[src/rtl/seq_divider.sv]
// Multicycle restoring divider, one quotient bit per cycle, with start/busy/ready
// handshake, optional two's-complement operation and div-by-zero/overflow flags.
module seq_divider #(
    parameter int unsigned WIDTH     = 32,
    parameter bit          SIGNED_EN = 1'b1
) (
    input  logic             clock,
    input  logic             reset_n,
    input  logic             ctrl_DIV,
    input  logic             is_signed,
    input  logic [WIDTH-1:0] dividend,
    input  logic [WIDTH-1:0] divisor,
    output logic [WIDTH-1:0] quotient,
    output logic [WIDTH-1:0] remainder,
    output logic             div_by_0,
    output logic             overflow,
    output logic             busy,
    output logic             result_rdy
);

    localparam int unsigned CNT_W = $clog2(WIDTH);
    localparam logic [WIDTH-1:0] MIN_VAL = {1'b1, {(WIDTH-1){1'b0}}};

    typedef enum logic [1:0] {
        S_IDLE = 2'd0,
        S_BUSY = 2'd1,
        S_DONE = 2'd2
    } state_e;

    state_e           state_q, state_d;
    logic [WIDTH-1:0] rem_q, rem_d;
    logic [WIDTH-1:0] quo_q, quo_d;
    logic [WIDTH-1:0] dvsr_q, dvsr_d;
    logic [CNT_W-1:0] cnt_q, cnt_d;
    logic             neg_quo_q, neg_quo_d;
    logic             neg_rem_q, neg_rem_d;
    logic [WIDTH-1:0] quotient_q, quotient_d;
    logic [WIDTH-1:0] remainder_q, remainder_d;
    logic             div_by_0_q, div_by_0_d;
    logic             overflow_q, overflow_d;
    logic             busy_q, busy_d;
    logic             result_rdy_q, result_rdy_d;

    logic             sgn;
    logic [WIDTH-1:0] a_mag;
    logic [WIDTH-1:0] b_mag;
    logic [WIDTH:0]   rem_sh;
    logic [WIDTH:0]   diff;
    logic [WIDTH-1:0] step_rem;
    logic [WIDTH-1:0] step_quo;

    assign quotient   = quotient_q;
    assign remainder  = remainder_q;
    assign div_by_0   = div_by_0_q;
    assign overflow   = overflow_q;
    assign busy       = busy_q;
    assign result_rdy = result_rdy_q;

    always_comb begin
        state_d      = state_q;
        rem_d        = rem_q;
        quo_d        = quo_q;
        dvsr_d       = dvsr_q;
        cnt_d        = cnt_q;
        neg_quo_d    = neg_quo_q;
        neg_rem_d    = neg_rem_q;
        quotient_d   = quotient_q;
        remainder_d  = remainder_q;
        div_by_0_d   = div_by_0_q;
        overflow_d   = overflow_q;
        busy_d       = 1'b0;
        result_rdy_d = 1'b0;

        sgn   = SIGNED_EN && is_signed;
        a_mag = (sgn && dividend[WIDTH-1]) ? (~dividend + WIDTH'(1)) : dividend;
        b_mag = (sgn && divisor[WIDTH-1])  ? (~divisor + WIDTH'(1))  : divisor;

        // Widened trial subtract: the shifted-in bit can push rem past WIDTH bits
        rem_sh   = {rem_q, quo_q[WIDTH-1]};
        diff     = rem_sh - {1'b0, dvsr_q};
        step_rem = diff[WIDTH] ? rem_sh[WIDTH-1:0] : diff[WIDTH-1:0];
        step_quo = {quo_q[WIDTH-2:0], ~diff[WIDTH]};

        case (state_q)
            S_BUSY: begin
                rem_d = step_rem;
                quo_d = step_quo;
                if (cnt_q == '0) begin
                    quotient_d   = neg_quo_q ? (~step_quo + WIDTH'(1)) : step_quo;
                    remainder_d  = neg_rem_q ? (~step_rem + WIDTH'(1)) : step_rem;
                    result_rdy_d = 1'b1;
                    state_d      = S_DONE;
                end else begin
                    cnt_d  = cnt_q - CNT_W'(1);
                    busy_d = 1'b1;
                end
            end
            default: begin
                state_d = S_IDLE;
                if (ctrl_DIV) begin
                    div_by_0_d = 1'b0;
                    overflow_d = 1'b0;
                    if (divisor == '0) begin
                        quotient_d   = '1;
                        remainder_d  = dividend;
                        div_by_0_d   = 1'b1;
                        result_rdy_d = 1'b1;
                        state_d      = S_DONE;
                    end else if (sgn && dividend == MIN_VAL && divisor == '1) begin
                        quotient_d   = MIN_VAL;
                        remainder_d  = '0;
                        overflow_d   = 1'b1;
                        result_rdy_d = 1'b1;
                        state_d      = S_DONE;
                    end else begin
                        rem_d     = '0;
                        quo_d     = a_mag;
                        dvsr_d    = b_mag;
                        cnt_d     = CNT_W'(WIDTH - 1);
                        neg_quo_d = sgn && (dividend[WIDTH-1] ^ divisor[WIDTH-1]);
                        neg_rem_d = sgn && dividend[WIDTH-1];
                        busy_d    = 1'b1;
                        state_d   = S_BUSY;
                    end
                end
            end
        endcase
    end

    always_ff @(posedge clock or negedge reset_n) begin
        if (!reset_n) begin
            state_q      <= S_IDLE;
            rem_q        <= '0;
            quo_q        <= '0;
            dvsr_q       <= '0;
            cnt_q        <= '0;
            neg_quo_q    <= 1'b0;
            neg_rem_q    <= 1'b0;
            quotient_q   <= '0;
            remainder_q  <= '0;
            div_by_0_q   <= 1'b0;
            overflow_q   <= 1'b0;
            busy_q       <= 1'b0;
            result_rdy_q <= 1'b0;
        end else begin
            state_q      <= state_d;
            rem_q        <= rem_d;
            quo_q        <= quo_d;
            dvsr_q       <= dvsr_d;
            cnt_q        <= cnt_d;
            neg_quo_q    <= neg_quo_d;
            neg_rem_q    <= neg_rem_d;
            quotient_q   <= quotient_d;
            remainder_q  <= remainder_d;
            div_by_0_q   <= div_by_0_d;
            overflow_q   <= overflow_d;
            busy_q       <= busy_d;
            result_rdy_q <= result_rdy_d;
        end
    end

endmodule
[config.mk]
export PLATFORM = sky130hd
export DESIGN_NAME = seq_divider
export DESIGN_NICKNAME = d
export VERILOG_FILES = /design/src/rtl/seq_divider.sv
export SDC_FILE = /design/constraint.sdc
export NUM_CORES = 1
export LEC_CHECK = 0
export ABC_AREA = 1
export BUFFER_PORTS_ARGS = -buffer_cell sky130_fd_sc_hd__buf_2
export CAP_MARGIN = 20
export CORE_MARGIN = 1
export CORE_UTILIZATION = 38
export CTS_BUF_LIST = sky130_fd_sc_hd__clkbuf_8
export CTS_CLUSTER_DIAMETER = 60
export DETAILED_ROUTE_END_ITERATION = 8
export PLACE_DENSITY = 0.57
export SLEW_MARGIN = 25
export SYNTH_ARGS = -nofsm -noshare
export SYNTH_HDL_FRONTEND = slang
export SYNTH_SLANG_ARGS = --single-unit
[constraint.sdc]
create_clock -name clock -period 4.18 [get_ports clock]
set_clock_uncertainty 0.1 [all_clocks]
set_input_delay 0.209 -clock clock [delete_from_list [all_inputs] [get_ports clock]]
set_output_delay 0.209 -clock clock [all_outputs]
set_load 0.01 [all_outputs]
# Word-level counts from Yosys, hierarchy flattened
# Index checks and enable logic that the tools add are counted.
# classes
n_reduce_logical	14
addsub	6
n_mux	45
bitwise_logic	9
eq_ne	7
# op_table
op	n
32-bit two-way mux	23
32-bit by 1-bit adder with 32-bit output (second input constant)	4
32-bit NOT	4
32-bit equality test (second input constant)	2
33-bit by 32-bit subtractor with 33-bit output	1
32-bit logical NOT	1
5-bit two-way mux	5
1-bit two-way mux	12
2-bit two-way mux	5
4-bit AND reduction	2
3-bit AND reduction	2
1-bit logical AND	5
5-bit logical NOT	1
5-bit by 1-bit subtractor with 5-bit output (second input constant)	1
2-bit by 1-bit inequality test with 1-bit output (second input constant)	2
2-bit inequality test (second input constant)	2
1-bit NOT	4
3-bit nonzero test	1
2-bit by 1-bit equality test with 1-bit output (second input constant)	1
2-bit AND reduction	1
2-bit nonzero test	1
1-bit XOR	1
# totals
output_inout_bits	68
regBits	173
in_bits	68
wordCells	94

# Depth between registers and ports, before layout
# Gate-level depths: netlist (run 1).
# depth
depth_word	7
ltp_mapped	29

# Worst setup path after synthesis (run 1)
# No wires, ideal clock.
# synth_timing
kind	register to register
startpoint	reg quo_q[31]
endpoint	reg quotient_q[28], in the netlist quotient[28]
path_slack_ns	0.535
period_less_slack_ns	3.645
t_required_ns	4.003
path_stages_with_launch	27
arrival_time_ns	3.468
n_path_buf	2
cell_sequence	dfrtp_1 > inv_1 > ha_1 > inv_1 > fa_1 > nand2_1 > nand2_1 > nand3_1 > nand2_2 > nand2_2 > nand2_2 > nand2_2 > nand3_2 > nand2_4 > buf_12 > buf_6 > ha_1 > nand2_1 > nor2_1 > nand2_1 > nor3_1 > nand4_1 > o21ai_0 > o21ai_0 > a21oi_1 > o21ai_0 > a21oi_1
# synth_via
elab_chain_cells	7
# synth_rtl
element	line	source
start, declared	32	logic [WIDTH-1:0] quo_q, quo_d;
start signal, assigned	148	quo_q <= quo_d;
33-bit by 32-bit subtractor with 33-bit output	80	diff = rem_sh - {1'b0, dvsr_q};
1-bit NOT	82	step_quo = {quo_q[WIDTH-2:0], ~diff[WIDTH]};
32-bit NOT	89	quotient_d = neg_quo_q ? (~step_quo + WIDTH'(1)) : step_quo;
32-bit by 1-bit adder with 32-bit output	89	
32-bit two-way mux	89	
32-bit two-way mux	88	if (cnt_q == '0) begin
32-bit two-way mux	84	case (state_q)
end signal, assigned	153	quotient_q <= quotient_d;
end, declared	37	logic [WIDTH-1:0] quotient_q, quotient_d;
# No other way between the ends. The select of a mux whose other input is x is not followed.
# A chain may end at the register's enable or synchronous reset.

# Worst setup path after layout (run 1)
# layout_timing
startpoint	in dividend[1]
endpoint	reg cnt_q[4]
# layout_via
elab_chain_cells	5
# layout_rtl
element	line	source
start, declared	11	input logic [WIDTH-1:0] dividend,
32-bit equality test	109	end else if (sgn && dividend == MIN_VAL && divisor == '1) begin
1-bit logical AND (2 in series)	109	
2-bit by 1-bit inequality test with 1-bit output (no line)	-	
4-bit AND reduction (no line)	-	
end signal, assigned	150	cnt_q <= cnt_d;
end, declared	34	logic [CNT_W-1:0] cnt_q, cnt_d;
# No other way between the ends.

==> results of run 1 <==
[worst min-delay path, delay by kind of cell]
family / cells / cell delay [ns]
AOI/OAI and AO/OA: 1 / 0.14
xor gates and xnor gates: 1 / 0.12
buffers and inverters: 1 / 0.12
[flip-flops by register name (all words and copies together) (netlist names)]
name / cells
busy: 1
cnt_q: 5
div_by_0: 1
dvsr_q: 32
neg_quo_q: 1
neg_rem_q: 1
overflow: 1
quo_q: 32
quotient: 32
rem_q: 32
remainder: 32
result_rdy: 1
state_q: 2
[area by class of cell]
| cell class | instances | share of cell area [%] |
|---|---|---|
| Tap cell | 455 | 3.753 |
| Clock inverter | 14 | 0.8907 |
| Inverter | 283 | 7.002 |
| Clock buffer | 18 | 1.633 |
| Multi-Input combinational cell | 1472 | 50.22 |
| Sequential cell | 173 | 28.54 |
| Timing Repair Buffer | 187 | 7.967 |
[timing repair]
| action | 4_1_cts | 5_1_grt |
|---|---|---|
| resized for setup | 0 | 11 |
| endpoints found under the hold margin | 119 | 0 |
| hold buffers | 28 | 0 |
| setup endpoints to repair | 0 | 14 |
| buffers inserted | 0 | 1 |
[routing by layer]
metal  vias up  share of wire [%]
met5         -                  0
met1      6433                 47
met2       422                 44
li1       6742                  -
met3        46                6.1
met4         0                2.1
[cells in the final DEF, fill, tap and decap left out, types with 33 or more instances in the layout]
cell	instances
nand3_1	124
dfrtp_1	173
nand4_1	36
buf_2	134
o21ai_0	110
nor2_1	215
ha_1	38
a21oi_1	102
inv_1	271
nor3_1	33
nand2_1	516
xor2_1	49
[cells by family after synthesis]
| family | synth area share [%] |
|---|---|
| adders and majority gates | 3.823 |
| and+or+nand+nor | 33.59 |
| xor gates and xnor gates | 5.009 |
| buffers and inverters | 10.45 |
| DFF | 32.58 |
| AOI/OAI and AO/OA | 14.55 |
[how the worst min path moves through the flow]
stage	slack (ns)	startpoint	end	cells after the start
after floorplan	-0.19	reset_n	busy	0
after global placement	0.30	reset_n	quotient[2]	1
after detailed placement	0.29	reset_n	remainder[23]	1
after CTS	0.0004	divisor[23]	dvsr_q[23]	3
after global routing	0.02	dividend[15]	quo_q[15]	3
final	0.02	divisor[23]	dvsr_q[23]	3
[through the flow]
stage | setup slack (ns) | instances | hold slack, ns | TNS, ns | util, %
2_1_floorplan | 0.5349 | 1995 | -0.1866 | 0 | -
3_3_place_gp | 0.2343 | 2539 | 0.2955 | 0 | 41.80
3_5_place_dp | 0.1445 | 2539 | 0.2903 | 0 | 41.80
4_1_cts | 0.1008 | 2599 | 0.0003815 | 0 | 43.73
5_1_grt | -0.01449 | 2602 | 0.02146 | -0.01802 | 44.03
6_report | 0.3350 | 2602 | 0.01783 | 0 | 44.03
==> impl_metrics.json, run 1 <==
{
  "worst_setup_path_endpoint": "cnt_q[4]",
  "rr_worst_depth": 28,
  "gr-usage-met1_pct": 38.61,
  "critical_path.cell_chain": "dlygate4sd3_1 -> buf_2 -> inv_1 -> ha_1 -> inv_1 -> nor3_1 -> nand4_1 -> nor4_1 -> nand4_1 -> nand2_1 -> nor2_1 -> nand2_2 -> inv_1 -> or2_2 -> nand3_1 -> a21oi_1 -> o21ai_0",
  "slowest_cell_delay_on_critical_path_ns": 0.53,
  "first_global_vias": 12894,
  "worstSetupPathType": "in2reg",
  "first_pass_iters": 7,
  "route.antenna.remaining_nets": 0,
  "timing.critical_path.fanout_max": 18,
  "synthFlopType": "dfrtp_1",
  "boundaryPins": 136,
  "final_max_slew_viol_count": 0,
  "setup.worst_path.end_class": "flop",
  "insertion_delay_ns": 0.51,
  "number_of_antenna_violations_at_the_first_check_in_global_routing": 0,
  "numCtsBuffers": 17,
  "die_h_um": 189.0,
  "design.final.nets": 2242,
  "drc": 1,
  "clock_tree.htree_level_count": 4,
  "avgSynthCellArea_um2": 6.661,
  "grt_remaining_overflow": 0,
  "post_synth_num_cell_types": 50,
  "timing.slew.headroom_pct": 44.51,
  "worst-path-stages": 17,
  "fmaxAchievable_ghz": 0.2601,
  "regArea_um2": 4329,
  "post_cts_clock_slew_at_the_launch_and_capture_registers_of_the_worst_setup_and_hold_paths_ns": 0.11,
  "report.final.setup_viol": 0,
  "violations": "DRC",
  "count_of_input_and_output_buffers": 135,
  "tritoncts": "yes",
  "synth.most_common_cell": "nand2_1",
  "met3_usage_pct": 3.818,
  "commonest_cells_in_the_netlist": "517 x nand2_1, 272 x inv_1, 217 x nor2_1, 173 x dfrtp_1, 125 x nand3_1",
  "clock_sinks": 173,
  "core_region_area_um2": 34460,
  "layout.filler_cells": 3641,
  "dieArea_um2": 35720,
  "globalRoute.busiestLayer": "met2",
  "cap_viol_max_count": 0,
  "place.gp.congestion": 0.9342,
  "cpMaxStageDelayCell": "dlygate4sd3_1",
  "run_status": "finished with violations",
  "critical-path-top-delay-family": "simple AND/OR/NAND/NOR gates",
  "cp-startpoint": "dividend[1]",
  "required_ns": 4.51,
  "finalCriticalPeriod_ns": 3.845,
  "initial_core_util_pct": 38.56,
  "multi_input_area_um2": 7619,
  "synth-async-reset-ratio_pct": 100.0,
  "wl_mm": 46.67,
  "drive_gt1_share_pct": 13.32,
  "maximum_number_of_pins_on_one_net_before_global_route_repair": 95,
  "yosys_warnings": 0,
  "critical_path.n_buffers_inverters": 5,
  "n_antenna_cell": 0,
  "met2_track_demand_over_resource_pct": 40.70,
  "reg2reg_from": "quo_q[31]",
  "worst_ep_arrival_time_ns": 4.17,
  "count_of_flip_flops_with_a_built_in_enable_after_synthesis": 0,
  "wl_per_cell_um": 17.94,
  "num_rows": 68,
  "min_path_type": "in2reg",
  "worst_setup_path_start_kind": "input pin",
  "crit-reg2reg-capture": "remainder[22]",
  "globalRouteTotalUtil_pct": 26.53,
  "clock_path_buffers": 2,
  "reg2reg_setup_slack_ns": 0.35,
  "netlist_instances": 1995,
  "mapped_cell_area_um2": 13290,
  "number_of_hold_slack_violations_in_the_final_timing_report": 0,
  "post-synth-top-area-cell": "dfrtp_1",
  "worstMarginPinSlew_ns": 0.8323,
  "synth_area_leaders": "dfrtp_1 33%, nand2_1 15%, inv_1 7.7%",
  "post-route-period-util_pct": 91.99,
  "netlist.area_leader.share_pct": 32.58,
  "design_area_um2": 15170,
  "most_numerous_cell_on_the_critical_path": "inv_1",
  "dr.first_iter.drc_count": 1161,
  "placed_area_um2": 14410,
  "grt_first_pass_wirelength_mm": 73.27,
  "share_of_synthesized_area_occupied_by_flip_flops_and_latches_pct": 32.58,
  "detailedPlacementHpwl_mm": 35.91,
  "clk_root_buffer_cell": "clkbuf_8",
  "syn_nets": 2103,
  "vias": 13643,
  "fp.dieW_um": 189.0,
  "ys_ff_latch": 173,
  "area_delta_synth_final_pct": 14.17,
  "detail_route.vias_per_cell": 5.243
}
Power of run 1 is not shown: default switching activity piles up to over one toggle a cycle in this logic, so the estimate is an artifact.
==> run 2, diff against run 1 <==
==> constraint.sdc (replaced) <==
create_clock -name clock -period 4.18 [get_ports clock]
set_clock_uncertainty 0.1 [all_clocks]
set_input_delay 1.254 -clock clock [delete_from_list [all_inputs] [get_ports clock]]
set_output_delay 1.254 -clock clock [all_outputs]
set_load 0.01 [all_outputs]
==> run 2 against run 1 <==
  * The run now ends clean
  * Worst hold slack gained 0.37 ns
  * Register-to-register slack got worse by 0.02 ns
  * Worst setup slack worse by 0.0024 ns
  * Count of clock-buffer cells in the layout up 1
  * Flip-flop and latch count unchanged
  * Global-route usage decreased by 0.21 points
  * Cell count fell by 0.38%
  * Highest routed layer unchanged
==> impl_metrics.json, run 2 (synthesized netlist as in run 1, its figures left out) <==
{
  "met1_length_mm": 21.91,
  "dr.first_iter.drc_count": 1003,
  "vias": 13635,
  "grt_first_pass_wirelength_mm": 72.07,
  "first_global_vias": 12880,
  "regArea_um2": 4329,
  "dpl.cell_count": 2557,
  "setup.worst_path.end_class": "flop",
  "finalWorstSetupSlack_ns": 0.3326,
  "met2_length_mm": 19.99,
  "wl_mm": 46.07,
  "numCtsBuffers": 17,
  "required_ns": 4.50,
  "post_cts_hold_buffer_count": 0,
  "clock_path_buffers": 2,
  "detail_route.vias_per_cell": 5.260,
  "globalRouteTotalUtil_pct": 26.32,
  "final_max_slew_viol_count": 0,
  "detailedPlacementHpwl_mm": 36.05,
  "post_cts_clock_slew_at_the_launch_and_capture_registers_of_the_worst_setup_and_hold_paths_ns": 0.10,
  "grt_remaining_overflow": 0,
  "insertion_delay_ns": 0.51,
  "drive_gt1_share_pct": 13.99,
  "fp.dieW_um": 189.0,
  "highest-signal-layer": "met4",
  "tritoncts": "yes",
  "grt_setup_unrepaired": "yes",
  "place_ws_ns": 0.1987,
  "multi_input_area_um2": 7596,
  "timing.slew.headroom_pct": 45.71,
  "n_antenna_cell": 0,
  "fmaxAchievable_ghz": 0.2599,
  "place.gp.congestion": 0.9490,
  "count_of_input_and_output_buffers": 135,
  "boundaryPins": 136,
  "finalCriticalPeriod_ns": 3.847,
  "worstMarginPinSlew_ns": 0.8144,
  "cpMaxStageDelayCell": "fa_1",
  "report.final.setup_viol": 0,
  "design_area_um2": 15080,
  "wl_met3_mm": 2.908,
  "clock_sinks": 173,
  "number_of_antenna_violations_at_the_first_check_in_global_routing": 0,
  "worst_ep_arrival_time_ns": 4.17,
  "route.antenna.remaining_nets": 0,
  "drc": 0,
  "initial_core_util_pct": 38.56,
  "num_rows": 68,
  "area_delta_synth_final_pct": 13.46,
  "wl_per_cell_um": 17.77,
  "number_of_hold_slack_violations_in_the_final_timing_report": 0,
  "layout.cells.non_filler": 2592,
  "mostFrequentLayoutCells": "516 x nand2_1, 274 x inv_1, 215 x nor2_1",
  "core_region_area_um2": 34460,
  "mostFrequentLayoutCell": "nand2_1",
  "placed_area_um2": 14580,
  "clk_root_buffer_cell": "clkbuf_8",
  "post-route-period-util_pct": 92.04,
  "layout.filler_cells": 3679,
  "worstSetupPathType": "reg2reg",
  "maximum_number_of_pins_on_one_net_before_global_route_repair": 90,
  "first_pass_iters": 6,
  "worst_setup_path_start_kind": "flop",
  "die_h_um": 189.0,
  "cap_viol_max_count": 0,
  "timing.critical_path.fanout_max": 3,
  "min_path_type": "reg2reg",
  "slowest_cell_delay_on_critical_path_ns": 0.42,
  "design.final.nets": 2232,
  "dieArea_um2": 35720,
  "clock_tree.htree_level_count": 4,
  "run_status": "completed"
}
[run 2: worst max-delay path: cells and delay by family, from the launching register on]
| kind | cells | cell delay (ns) |
|---|---|---|
| adders and majority gates | 3 | 0.76 |
| AOI/OAI and AO/OA | 6 | 0.91 |
| buffers and inverters | 2 | 0.16 |
| and+or+nand+nor | 14 | 1.43 |
| DFF | 1 | 0.39 |
[run 2: area by class of cell]
| cell class | count | area share [%] |
|---|---|---|
| inverters | 283 | 7.046 |
| flip-flops and latches | 173 | 28.72 |
| clock buffers | 19 | 1.735 |
| repair buffers | 177 | 7.030 |
| well taps | 455 | 3.776 |
| clock inverters | 13 | 1.311 |
| multi-input cells | 1472 | 50.39 |
[run 2: metal layers]
metal	global-route usage [%]	vias up
met3	4.171	66
met4	8.344	0
met5	0	-
li1	-	6724
met1	37.80	6383
met2	40.20	462
[run 2: final timing paths]
| check | startpoint | end | slack, ns | cells past startpoint |
|---|---|---|---|---|
| worst max-delay path | quo_q[31] | quotient[30] | 0.33 | 25 |
| worst min-delay path | quotient[25] | quotient[25] | 0.39 | 2 |
| worst max register to register | quo_q[31] | quotient[30] | 0.33 | 25 |
| worst min register to register | quotient[25] | quotient[25] | 0.39 | 2 |
| max in group asynchronous | reset_n | quotient[24] | 2.38 | 3 |
| min in group asynchronous | reset_n | quotient[8] | 0.68 | 1 |
[run 2: repair_timing]
item	CTS	global route
gates resized for setup	0	7
setup endpoints to repair	0	7
setup buffers	0	3
[run 2: stage by stage]
step                util, %  TNS [ns]  hold WS [ns]
floorplan                 -         0        0.3530
global placement      42.31         0        0.3671
detailed placement    42.31         0        0.3638
global route          43.75  -0.04287        0.4148
CTS                   43.64         0        0.3971
finish                43.75         0        0.3864
Power of run 2 is left out for the same reason.
